--- config.mk ---
export PLATFORM = sky130hd
export DESIGN_NAME = rst_seq
export DESIGN_NICKNAME = d
export VERILOG_FILES = /design/src/rtl/rst_seq.sv
export SDC_FILE = /design/constraint.sdc
export NUM_CORES = 1
export LEC_CHECK = 0
export CAP_MARGIN = 5
export CORE_AREA = 2 2 46 48
export CTS_CLUSTER_DIAMETER = 50
export CTS_CLUSTER_SIZE = 40
export DETAILED_ROUTE_END_ITERATION = 8
export DIE_AREA = 0 0 48 50
export GPL_TIMING_DRIVEN = 0
export PLACE_DENSITY = 0.78
export SETUP_SLACK_MARGIN = 0.1
export SLEW_MARGIN = 15
export SYNTH_ARGS = -nofsm -noshare
export SYNTH_HDL_FRONTEND = slang
export SYNTH_SLANG_ARGS = --single-unit
--- constraint.sdc ---
create_clock -name clk -period 3.3 [get_ports clk]
set_input_delay 0.825 -clock clk [delete_from_list [all_inputs] [get_ports clk]]
set_output_delay 0.825 -clock clk [all_outputs]
set_load 0.005 [all_outputs]
--- src/rtl/rst_seq.sv ---
// rst_seq: reset sequencer. Stretches chip, software and watchdog reset
// events to a minimum width, then releases NUM_RST domain resets in index
// order with a fixed gap. Keeps a sticky, firmware-clearable reset cause.
module rst_seq #(
    parameter int unsigned NUM_RST = 3,
    parameter int unsigned STRETCH = 16,
    parameter int unsigned GAP     = 8,
    parameter int unsigned CNT_W   = 8
) (
    input  logic               clk,
    input  logic               rst_n,
    input  logic               sw_req,
    input  logic               wdt_req,
    input  logic               hold,
    input  logic               cause_clr,
    output logic [NUM_RST-1:0] rst_out_n,
    output logic               busy,
    output logic [2:0]         cause
);

    localparam int unsigned IDX_W = (NUM_RST > 1) ? $clog2(NUM_RST) : 1;

    localparam logic [CNT_W-1:0] STRETCH_M1 = CNT_W'(STRETCH - 1);
    localparam logic [CNT_W-1:0] GAP_M1     = CNT_W'(GAP - 1);
    localparam logic [IDX_W-1:0] LAST_IDX   = IDX_W'(NUM_RST - 1);

    typedef enum logic [1:0] {
        ST_ASSERT,
        ST_RELEASE,
        ST_RUN
    } state_t;

    state_t             state_q, state_d;
    logic [CNT_W-1:0]   cnt_q, cnt_d;
    logic [IDX_W-1:0]   idx_q, idx_d;
    logic [NUM_RST-1:0] rst_out_q, rst_out_d;
    logic               busy_q, busy_d;
    logic [2:0]         cause_q, cause_d;
    logic               req;

    assign req = sw_req | wdt_req | hold;

    // State, counters and registered reset outputs; rst_n forces all low at once.
    always_ff @(posedge clk or negedge rst_n) begin
        if (!rst_n) begin
            state_q   <= ST_ASSERT;
            cnt_q     <= '0;
            idx_q     <= '0;
            rst_out_q <= '0;
            busy_q    <= 1'b1;
            cause_q   <= 3'b001;
        end else begin
            state_q   <= state_d;
            cnt_q     <= cnt_d;
            idx_q     <= idx_d;
            rst_out_q <= rst_out_d;
            busy_q    <= busy_d;
            cause_q   <= cause_d;
        end
    end

    // Next-state logic: stretch while asserted, then release one bit per gap.
    always_comb begin
        state_d   = state_q;
        cnt_d     = cnt_q;
        idx_d     = idx_q;
        rst_out_d = rst_out_q;

        unique case (state_q)
            ST_ASSERT: begin
                rst_out_d = '0;
                if (req) begin
                    cnt_d = '0;
                end else if (cnt_q == STRETCH_M1) begin
                    rst_out_d[0] = 1'b1;
                    cnt_d        = '0;
                    idx_d        = IDX_W'(1);
                    state_d      = (NUM_RST == 1) ? ST_RUN : ST_RELEASE;
                end else begin
                    cnt_d = cnt_q + CNT_W'(1);
                end
            end
            ST_RELEASE: begin
                if (req) begin
                    state_d   = ST_ASSERT;
                    rst_out_d = '0;
                    cnt_d     = '0;
                    idx_d     = '0;
                end else if (cnt_q == GAP_M1) begin
                    rst_out_d[idx_q] = 1'b1;
                    idx_d            = idx_q + IDX_W'(1);
                    cnt_d            = '0;
                    if (idx_q == LAST_IDX) begin
                        state_d = ST_RUN;
                    end
                end else begin
                    cnt_d = cnt_q + CNT_W'(1);
                end
            end
            ST_RUN: begin
                if (req) begin
                    state_d   = ST_ASSERT;
                    rst_out_d = '0;
                    cnt_d     = '0;
                    idx_d     = '0;
                end
            end
            default: begin
                state_d   = ST_ASSERT;
                rst_out_d = '0;
                cnt_d     = '0;
                idx_d     = '0;
            end
        endcase
    end

    // busy tracks the next output value so it lands on the same edge as the last release.
    always_comb begin
        busy_d = ~&rst_out_d;
    end

    // Sticky cause: a request sample sets its bit and beats a same-cycle clear.
    always_comb begin
        cause_d = cause_clr ? 3'b000 : cause_q;
        cause_d = cause_d | {wdt_req, sw_req, 1'b0};
    end

    assign rst_out_n = rst_out_q;
    assign busy      = busy_q;
    assign cause     = cause_q;

endmodule

* Word-level counts from Yosys, hierarchy flattened
Cells that the tools add are included.
** Operators by class
- $add $sub $neg :: 2
- Magnitude comparators :: 2
- Eq/ne operators :: 10
- Muxes and demuxes :: 25
- Bitwise operators :: 4
- Reduce and logical (&&, ||, !) cells :: 6
** Operators with widths (number)
- 8-bit two-way mux :: 5
- 8-bit case mux with 3 select lines :: 1
- 2-bit two-way mux :: 8
- 3-bit two-way mux :: 4
- 2-bit case mux with 3 select lines :: 2
- 3-bit case mux with 3 select lines :: 1
- 8-bit by 1-bit adder with 8-bit output, second input constant :: 1
- 8-bit by 3-bit equality test with 1-bit output, second input constant :: 1
- 8-bit by 4-bit equality test with 1-bit output, second input constant :: 1
- 2-bit inequality test, second input constant :: 3
- 3-bit inequality test, second input constant :: 2
- 3-bit bitwise OR :: 2
- 5-bit AND reduction :: 1
- 2-bit equality test, second input constant :: 2
- 4-bit AND reduction :: 1
- 2-bit by 3-bit < comparator with 1-bit output, second input constant :: 1
- 1-bit two-way mux :: 3
- 3-bit AND reduction :: 1
- 2-bit by 1-bit adder with 2-bit output, second input constant :: 1
- 1-bit demux with 2-bit select :: 1
- 2-bit by 1-bit equality test with 1-bit output, second input constant :: 1
- 2-bit by 1-bit greater-or-equal comparator with 1-bit output, second input constant :: 1
- 2-bit zero test :: 1
- 1-bit bitwise OR :: 2
- 2 further kinds :: 2
** Storage, ports and cells
- Register bits :: 19
- Input bits :: 6
- Output and inout bits :: 7
- Word-level logic and storage cells :: 55

* Longest topological paths before layout
Gate-level depths: netlist of the first run.
- Depth in word-level cells :: 10
- Gate-level depth with buffers :: 5
- Depth with buffers taken out :: 5

* Worst setup path after synthesis of the first run
OpenSTA, ideal clock, no wires.
- Kind :: input -> register
- Start :: input port hold
- End :: register busy_q (netlist: busy)
- Setup time :: 0.083 ns
- Arrival :: 1.927 ns
- Data required time :: 3.217 ns
- Path slack :: 1.291 ns
- Stages :: 5
- Buffers on the path :: 1
- Path through :: or3_1 -> clkbuf_1 -> nor4b_1 -> a221o_1 -> nand3_1
** Between the ends
- Longest elaborated chain between the ends :: 5
- Elaborated cells between the ends (all ways) :: 7
- Classes of those cells :: 4 x mux; 1 x bitwise; 2 x reduce/logical
** Ends and longest elaborated chain
- from (decl) :: line 14 : input logic hold,
- 1-bit bitwise OR * :: line 41 : assign req = sw_req | wdt_req | hold;
- 3-bit two-way mux (tied with other cells) :: line 101 : if (req) begin
- 3-bit case mux with 3 select lines * :: line 69 : unique case (state_q)
- named net rst_out_d[0] :: line 36 : logic [NUM_RST-1:0] rst_out_q, rst_out_d;
- 3-bit AND reduction * :: line 119 : busy_d = ~&rst_out_d;
- 1-bit zero test * :: line 119
- named net busy_d :: line 37 : logic busy_q, busy_d;
- to (signal assigned) :: line 57 : busy_q <= busy_d;
- to (decl) :: line 37
Mark *: on every way through the listed nets, which the timed path passes. The rest lies on a longest branch.
A chain may end at the register's enable or synchronous reset.

* Worst setup path after layout of the first run
- Start :: input port hold
- End :: register cnt_q[5]
** Between the ends
- Longest elaborated chain between the ends :: 3
- Elaborated cells between the ends (all ways) :: 5
- Classes of those cells :: 1 x eq/ne; 3 x mux; 1 x bitwise
** Ends and longest elaborated chain
- 1-bit bitwise OR * :: line 41
- 8-bit two-way mux (on tied branches) :: line 84, 72
- 8-bit case mux with 3 select lines :: line 69
- to (signal assigned) :: line 54 : cnt_q <= cnt_d;
- to (decl) :: line 34 : logic [CNT_W-1:0] cnt_q, cnt_d;
Every way passes the cells marked *; elsewhere a longest branch is shown, timed or not.

==> impl_metrics.env, run 1 <==
export IMPL_status="finished clean"
export IMPL_grt_max_degree=20
export IMPL_wirelength_um=1920
export IMPL_grt_use_met2_pct=30.2
export IMPL_grtUsageMet1_pct=23.4
export IMPL_rows=16
export IMPL_power_mw=0.387
export IMPL_dpl_hpwl_um=1440
export IMPL_dieArea_mm2=0.00240
export IMPL_avgSynthCellArea_um2=9.88
export IMPL_grt_pass1_vias=754
export IMPL_drv_slew=0
export IMPL_syn_instance_count=104
export IMPL_drt_pass1_iter_count=4
export IMPL_dieHeight_um=50
export IMPL_ys_ff_latch=19
export IMPL_htreeDepth=1
export IMPL_crit_path_end_kind="flip-flop"
export IMPL_ys_types=37
export IMPL_path_clk_slew_ps=110
export IMPL_critPathTopFamily="simple AND/OR/NAND/NOR gates"
export IMPL_avgViaCountPerCell=5.63
export IMPL_track_usage_pct=18.7
export IMPL_worst_path_max_fanout=7
export IMPL_tightest_slew_ps=796
export IMPL_synth_fp_nets=114
export IMPL_syn_cell_area_mm2=0.00103
export IMPL_grt_pass1_wl_um=3250
export IMPL_start_util_pct=54.0
export IMPL_skew_ps=2.47
export IMPL_cts_buffers=3
export IMPL_clock_sinks=19
export IMPL_critPathBufInv=1
export IMPL_core_area_mm2=0.00190
export IMPL_layout_cells_most_common="dfrtp_1"
export IMPL_post_route_period_util_pct=71.4
export IMPL_die_w_um=48
export IMPL_yosys_warnings=0
export IMPL_io_pins=13
export IMPL_fin_nets=131
export IMPL_max_cap_violations=0
export IMPL_leakage_nw=0.504
export IMPL_antenna_found_initial=0
export IMPL_drt_first_iter_violations=30
export IMPL_num_antenna_cells=0
export IMPL_critPathRequiredTime_ps=3550
export IMPL_areaGrowthSynthToFinish_pct=17.7
export IMPL_layout_common_cells="dfrtp_1 (17), clkdlybuf4s50_1 (12), nor2_1 (10), nand3_1 (8), nand2_1 (8)"
export IMPL_grt_setup_unrepaired="no"
export IMPL_final_util_pct=63.6
export IMPL_arrival_ps=2600
export IMPL_vias=827
export IMPL_holdBufCountCts=0
export IMPL_cts_resized=0
export IMPL_grt_busiest_layer="met2"
export IMPL_cpPeakStageDelay_ps=630
export IMPL_layout_min_cycle_time_ps=2360
export IMPL_numPortBuffers=12
export IMPL_wire_per_inst_um=13.0
export IMPL_crit_type="input port to flip-flop"
export IMPL_ir_drop_mv=0.201
export IMPL_drc=0
export IMPL_cts_root_buffer="clkbuf_4"
export IMPL_crit_path_cell_trace="clkdlybuf4s50_1 -> nor4_2 -> o31ai_4 -> or3_1 -> nand3_1"
export IMPL_cts_setup_buffers=0
export IMPL_routabilityCongestion=0.762
export IMPL_p_per_area_mw_per_mm2=320
export IMPL_setup_viol=0
export IMPL_ant_nets=0
export IMPL_cts_tree="done"
export IMPL_hold_path_class="flip-flop to flip-flop"
export IMPL_fmax_mhz=424
export IMPL_setup_tns_ps=0
export IMPL_grt_overflow_total=0
export IMPL_final_hold_violation_count=0
export IMPL_cts_max_path_buffers=2
export IMPL_drive_gt1_share_pct=10.8
export IMPL_cp_slowest_cell="nor4_2"
export IMPL_ys_seq_area_share_pct=46.5
export IMPL_max_slew_margin_pct=46.8
export IMPL_cp_start_kind="input port"
export IMPL_clk_latency_ps=300
export IMPL_grt_use_met3_pct=3.30
[stage by stage]
step	hold WS (ps)	std cells	cell area, um2	setup slack [ps]
detailed placement	466	143	1180	632
floorplan	472	104	1030	1290
global placement	458	143	1180	671
finish	486	147	1210	944
global route	497	147	1210	850
CTS	491	147	1210	935
[synthesized netlist by cell type, drive strengths merged]
library cell	count	share of area (%)
dfrtp	17	41
nor2	11	4.3
nand2	8	2.9
nand3	8	3.9
inv	5	1.8
o21ai	5	2.4
clkbuf	4	1.5
ha	4	4.9
a21o	3	2.2
a21oi	3	1.5
nand2b	3	1.8
nor4	3	3.0
or3	3	1.8
xnor2	3	2.6
a22o	2	1.7
dfstp	2	5.1
or4	2	1.5
a2111oi	1	0.85
a211o	1	0.85
a211oi	1	0.73
a221o	1	0.97
a311oi	1	0.85
a31o	1	0.85
a31oi	1	0.61
and3	1	0.61
buf	1	1.1
mux2	1	1.1
mux2i	1	0.97
nand3b	1	0.73
nand4	1	0.61
nand4b	1	0.85
nor2b	1	0.61
nor3	1	0.49
nor4b	1	0.85
o31ai	1	2.1
[per-layer routing]
metal	wire, um	share of wire [%]
met1	854	45
met2	947	49
met3	75	3.9
met4	39	2.0
met5	0	0
[registers in the layout (all words and copies together) (netlist names)]
signal     cells
busy           1
idx_q          2
cnt_q          8
state_q        2
cause          3
rst_out_n      3
[cell families after synthesis]
kind of cell	share of synthesized area, %
simple gates	24.0
xor+xnor	2.56
flops	46.5
mux	2.07
fa+ha+maj	4.87
compound gates	15.6
buf+inv	4.38
[layout make-up]
class / instances / area, um2
Tap cell: 27 / 33.8
Clock buffer: 3 / 22.5
Clock inverter: 1 / 5.00
Sequential cell: 19 / 478
Timing Repair Buffer: 12 / 120
Multi-Input combinational cell: 75 / 504
Buffer: 5 / 26.3
Fill cell: 151 / 693
Inverter: 5 / 18.8
[worst paths after layout]
path	from	endpoint	slack [ps]	cells past startpoint
worst max-delay path	hold	cnt_q[5]	940	5
max in group asynchronous	rst_n	idx_q[0]	1840	1
worst min register to register	cause[1]	cause[1]	490	1
worst min-delay path	cause[1]	cause[1]	490	1
min in group asynchronous	rst_n	cnt_q[4]	970	1
worst max register to register	cnt_q[5]	idx_q[1]	1250	5
[power breakdown]
part / total [mW] / switching, mW / internal, mW
logic: 0.0286 / 0.0145 / 0.0141
clock network: 0.119 / 0.0740 / 0.0453
registers: 0.239 / 0.00243 / 0.236
total: 0.387 / 0.0909 / 0.296
(Power assumes the default switching activity.)
==> inputs of run 2 (changes only) <==
- CORE_AREA: 2 2 46 48 -> 2 2 50 52
- DIE_AREA: 0 0 48 50 -> 0 0 52 54
- PLACE_DENSITY: 0.78 -> 0.7
- clock period: 3.3 -> 2 ns (I/O delays scaled with it)
==> impl_metrics.env, run 2 (synthesis gave the netlist of run 1 again) <==
export IMPL_numPortBuffers=12
export IMPL_cts_max_path_buffers=2
export IMPL_grt_setup_unrepaired="yes"
export IMPL_fillers=195
export IMPL_netSwitchingFraction_pct=23.1
export IMPL_htreeDepth=1
export IMPL_final_hold_violation_count=0
export IMPL_clk_latency_ps=300
export IMPL_dp_cells=146
export IMPL_drive_gt1_share_pct=20.0
export IMPL_ant_nets=0
export IMPL_hold_path_class="flip-flop to flip-flop"
export IMPL_layout_cells_most_common="dfrtp_1"
export IMPL_max_slew_margin_pct=44.1
export IMPL_cts_tree="done"
export IMPL_grt_use_met3_pct=5.00
export IMPL_routabilityCongestion=0.875
export IMPL_tightest_slew_ps=836
export IMPL_clock_sinks=19
export IMPL_vias=850
export IMPL_areaGrowthSynthToFinish_pct=30.1
export IMPL_track_usage_pct=17.8
export IMPL_avgViaCountPerCell=5.48
export IMPL_largest_register="cnt_q"
export IMPL_p_seq_share_pct=61.0
export IMPL_cts_root_buffer="clkbuf_4"
export IMPL_grt_pass1_wl_um=3670
export IMPL_rows=18
export IMPL_setup_tns_ps=0
export IMPL_io_pins=13
export IMPL_crit_path_end_kind="flip-flop"
export IMPL_intPower_mw=0.497
export IMPL_cts_buffers=3
export IMPL_p_sw_mw=0.150
export IMPL_dpl_cell_area_mm2=0.00119
export IMPL_ir_drop_mv=0.412
export IMPL_arrival_ps=2080
export IMPL_largest_reg_flops=8
export IMPL_drv_slew=0
export IMPL_drt_first_iter_violations=11
export IMPL_dieHeight_um=54
export IMPL_crit_type="flip-flop to flip-flop"
export IMPL_post_route_period_util_pct=94.0
export IMPL_grt_overflow_total=0
export IMPL_worst_path_max_fanout=5
export IMPL_start_util_pct=44.3
export IMPL_critPathRequiredTime_ps=2200
export IMPL_wirelength_um=2240
export IMPL_max_cap_violations=0
export IMPL_fmax_mhz=532
export IMPL_layout_common_cells="dfrtp_1 (17), nor2_1 (9), clkdlybuf4s50_1 (9), nand3_1 (8), nand2_1 (8)"
export IMPL_path_clk_slew_ps=110
export IMPL_final_area_mm2=0.00134
export IMPL_cp_start_kind="flip-flop"
export IMPL_drt_pass1_iter_count=4
export IMPL_status="finished clean"
export IMPL_antenna_found_initial=0
export IMPL_grt_pass1_vias=801
export IMPL_layout_min_cycle_time_ps=1880
export IMPL_wire_per_inst_um=14.5
export IMPL_skew_ps=7.55
export IMPL_fin_nets=136
export IMPL_drc=0
export IMPL_power_mw=0.646
export IMPL_fin_cells=155
export IMPL_num_antenna_cells=0
export IMPL_p_clk_share_pct=30.0
export IMPL_pwr_share_comb_pct=9.1
export IMPL_crit_path_cell_trace="or4_4 -> buf_8 -> nor2_4 -> mux2_4 -> a31o_4"
export IMPL_dpl_hpwl_um=1440
export IMPL_grt_busiest_layer="met2"
export IMPL_p_per_area_mw_per_mm2=484
export IMPL_grt_use_met2_pct=31.0
export IMPL_setup_viol=0
export IMPL_die_w_um=52
export IMPL_whs_ps=492
export IMPL_dieArea_mm2=0.00281
export IMPL_grt_max_degree=20
export IMPL_cpPeakStageDelay_ps=540
export IMPL_grtUsageMet1_pct=22.6
export IMPL_core_area_mm2=0.00232
export IMPL_cp_slowest_cell="or4_4"
export IMPL_leakage_nw=0.581
run 2: metrics by stage:
step                      utilization [%]  setup WS (ps)
after global placement               51.3           -321
final                                57.6            120
after detailed placement             51.3           -354
after floorplan                         -            117
after CTS                            55.0           37.4
after global routing                 57.6           65.1
run 2: worst paths after layout:
| check | slack, ps | cells past startpoint | startpoint | to |
|---|---|---|---|---|
| max | 120 | 5 | cnt_q[5] | idx_q[1] |
| min | 490 | 1 | cause[0] | cause[0] |
| max reg2reg | 120 | 5 | cnt_q[5] | idx_q[1] |
| min reg2reg | 490 | 1 | cause[0] | cause[0] |
| max in group asynchronous | 810 | 1 | rst_n | cnt_q[2] |
| min in group asynchronous | 670 | 1 | rst_n | cnt_q[3] |
run 2: critical path, delay by kind of cell (launching register included):
kind	cells	cell delay [ps]
AND/OR/NAND/NOR	2	700
flip-flops	1	390
AO/OA/AOI/OAI	1	220
multiplexers	1	320
buffers and inverters	1	150
run 2: layer usage:
layer  up-vias  part of all wire (%)
li1        420                     -
met1       410                    43
met2        18                    53
met3         2                   3.4
met4         0                  0.58
met5         -                     0
run 2: repair_timing:
| action | in CTS | in global routing |
|---|---|---|
| hold endpoints to repair | 0 | 0 |
| resized for setup | 5 | 14 |
| hold buffers | 0 | 0 |
| buffers inserted | 4 | 2 |
| endpoints found under the setup margin | 10 | 10 |
| pin swaps | 2 | 6 |
run 2: layout make-up:
class | instances | area (um2) | share of cell area, %
Inverter | 5 | 18.8 | 1.40
Multi-Input combinational cell | 75 | 576 | 43.1
Sequential cell | 19 | 478 | 35.8
Tap cell | 30 | 37.5 | 2.81
Buffer | 4 | 27.5 | 2.06
Clock buffer | 4 | 26.3 | 1.97
Timing Repair Buffer | 18 | 173 | 12.9
run 2: power by group through the flow:
stage | Clock (mW) | Sequential (mW) | Combinational [mW]
after floorplan | 0 | 0.401 | 0.0183
after global placement | 0 | 0.401 | 0.0474
after detailed placement | 0 | 0.401 | 0.0486
after CTS | 0.195 | 0.394 | 0.0526
after global routing | 0.213 | 0.395 | 0.0648
final | 0.194 | 0.394 | 0.0585
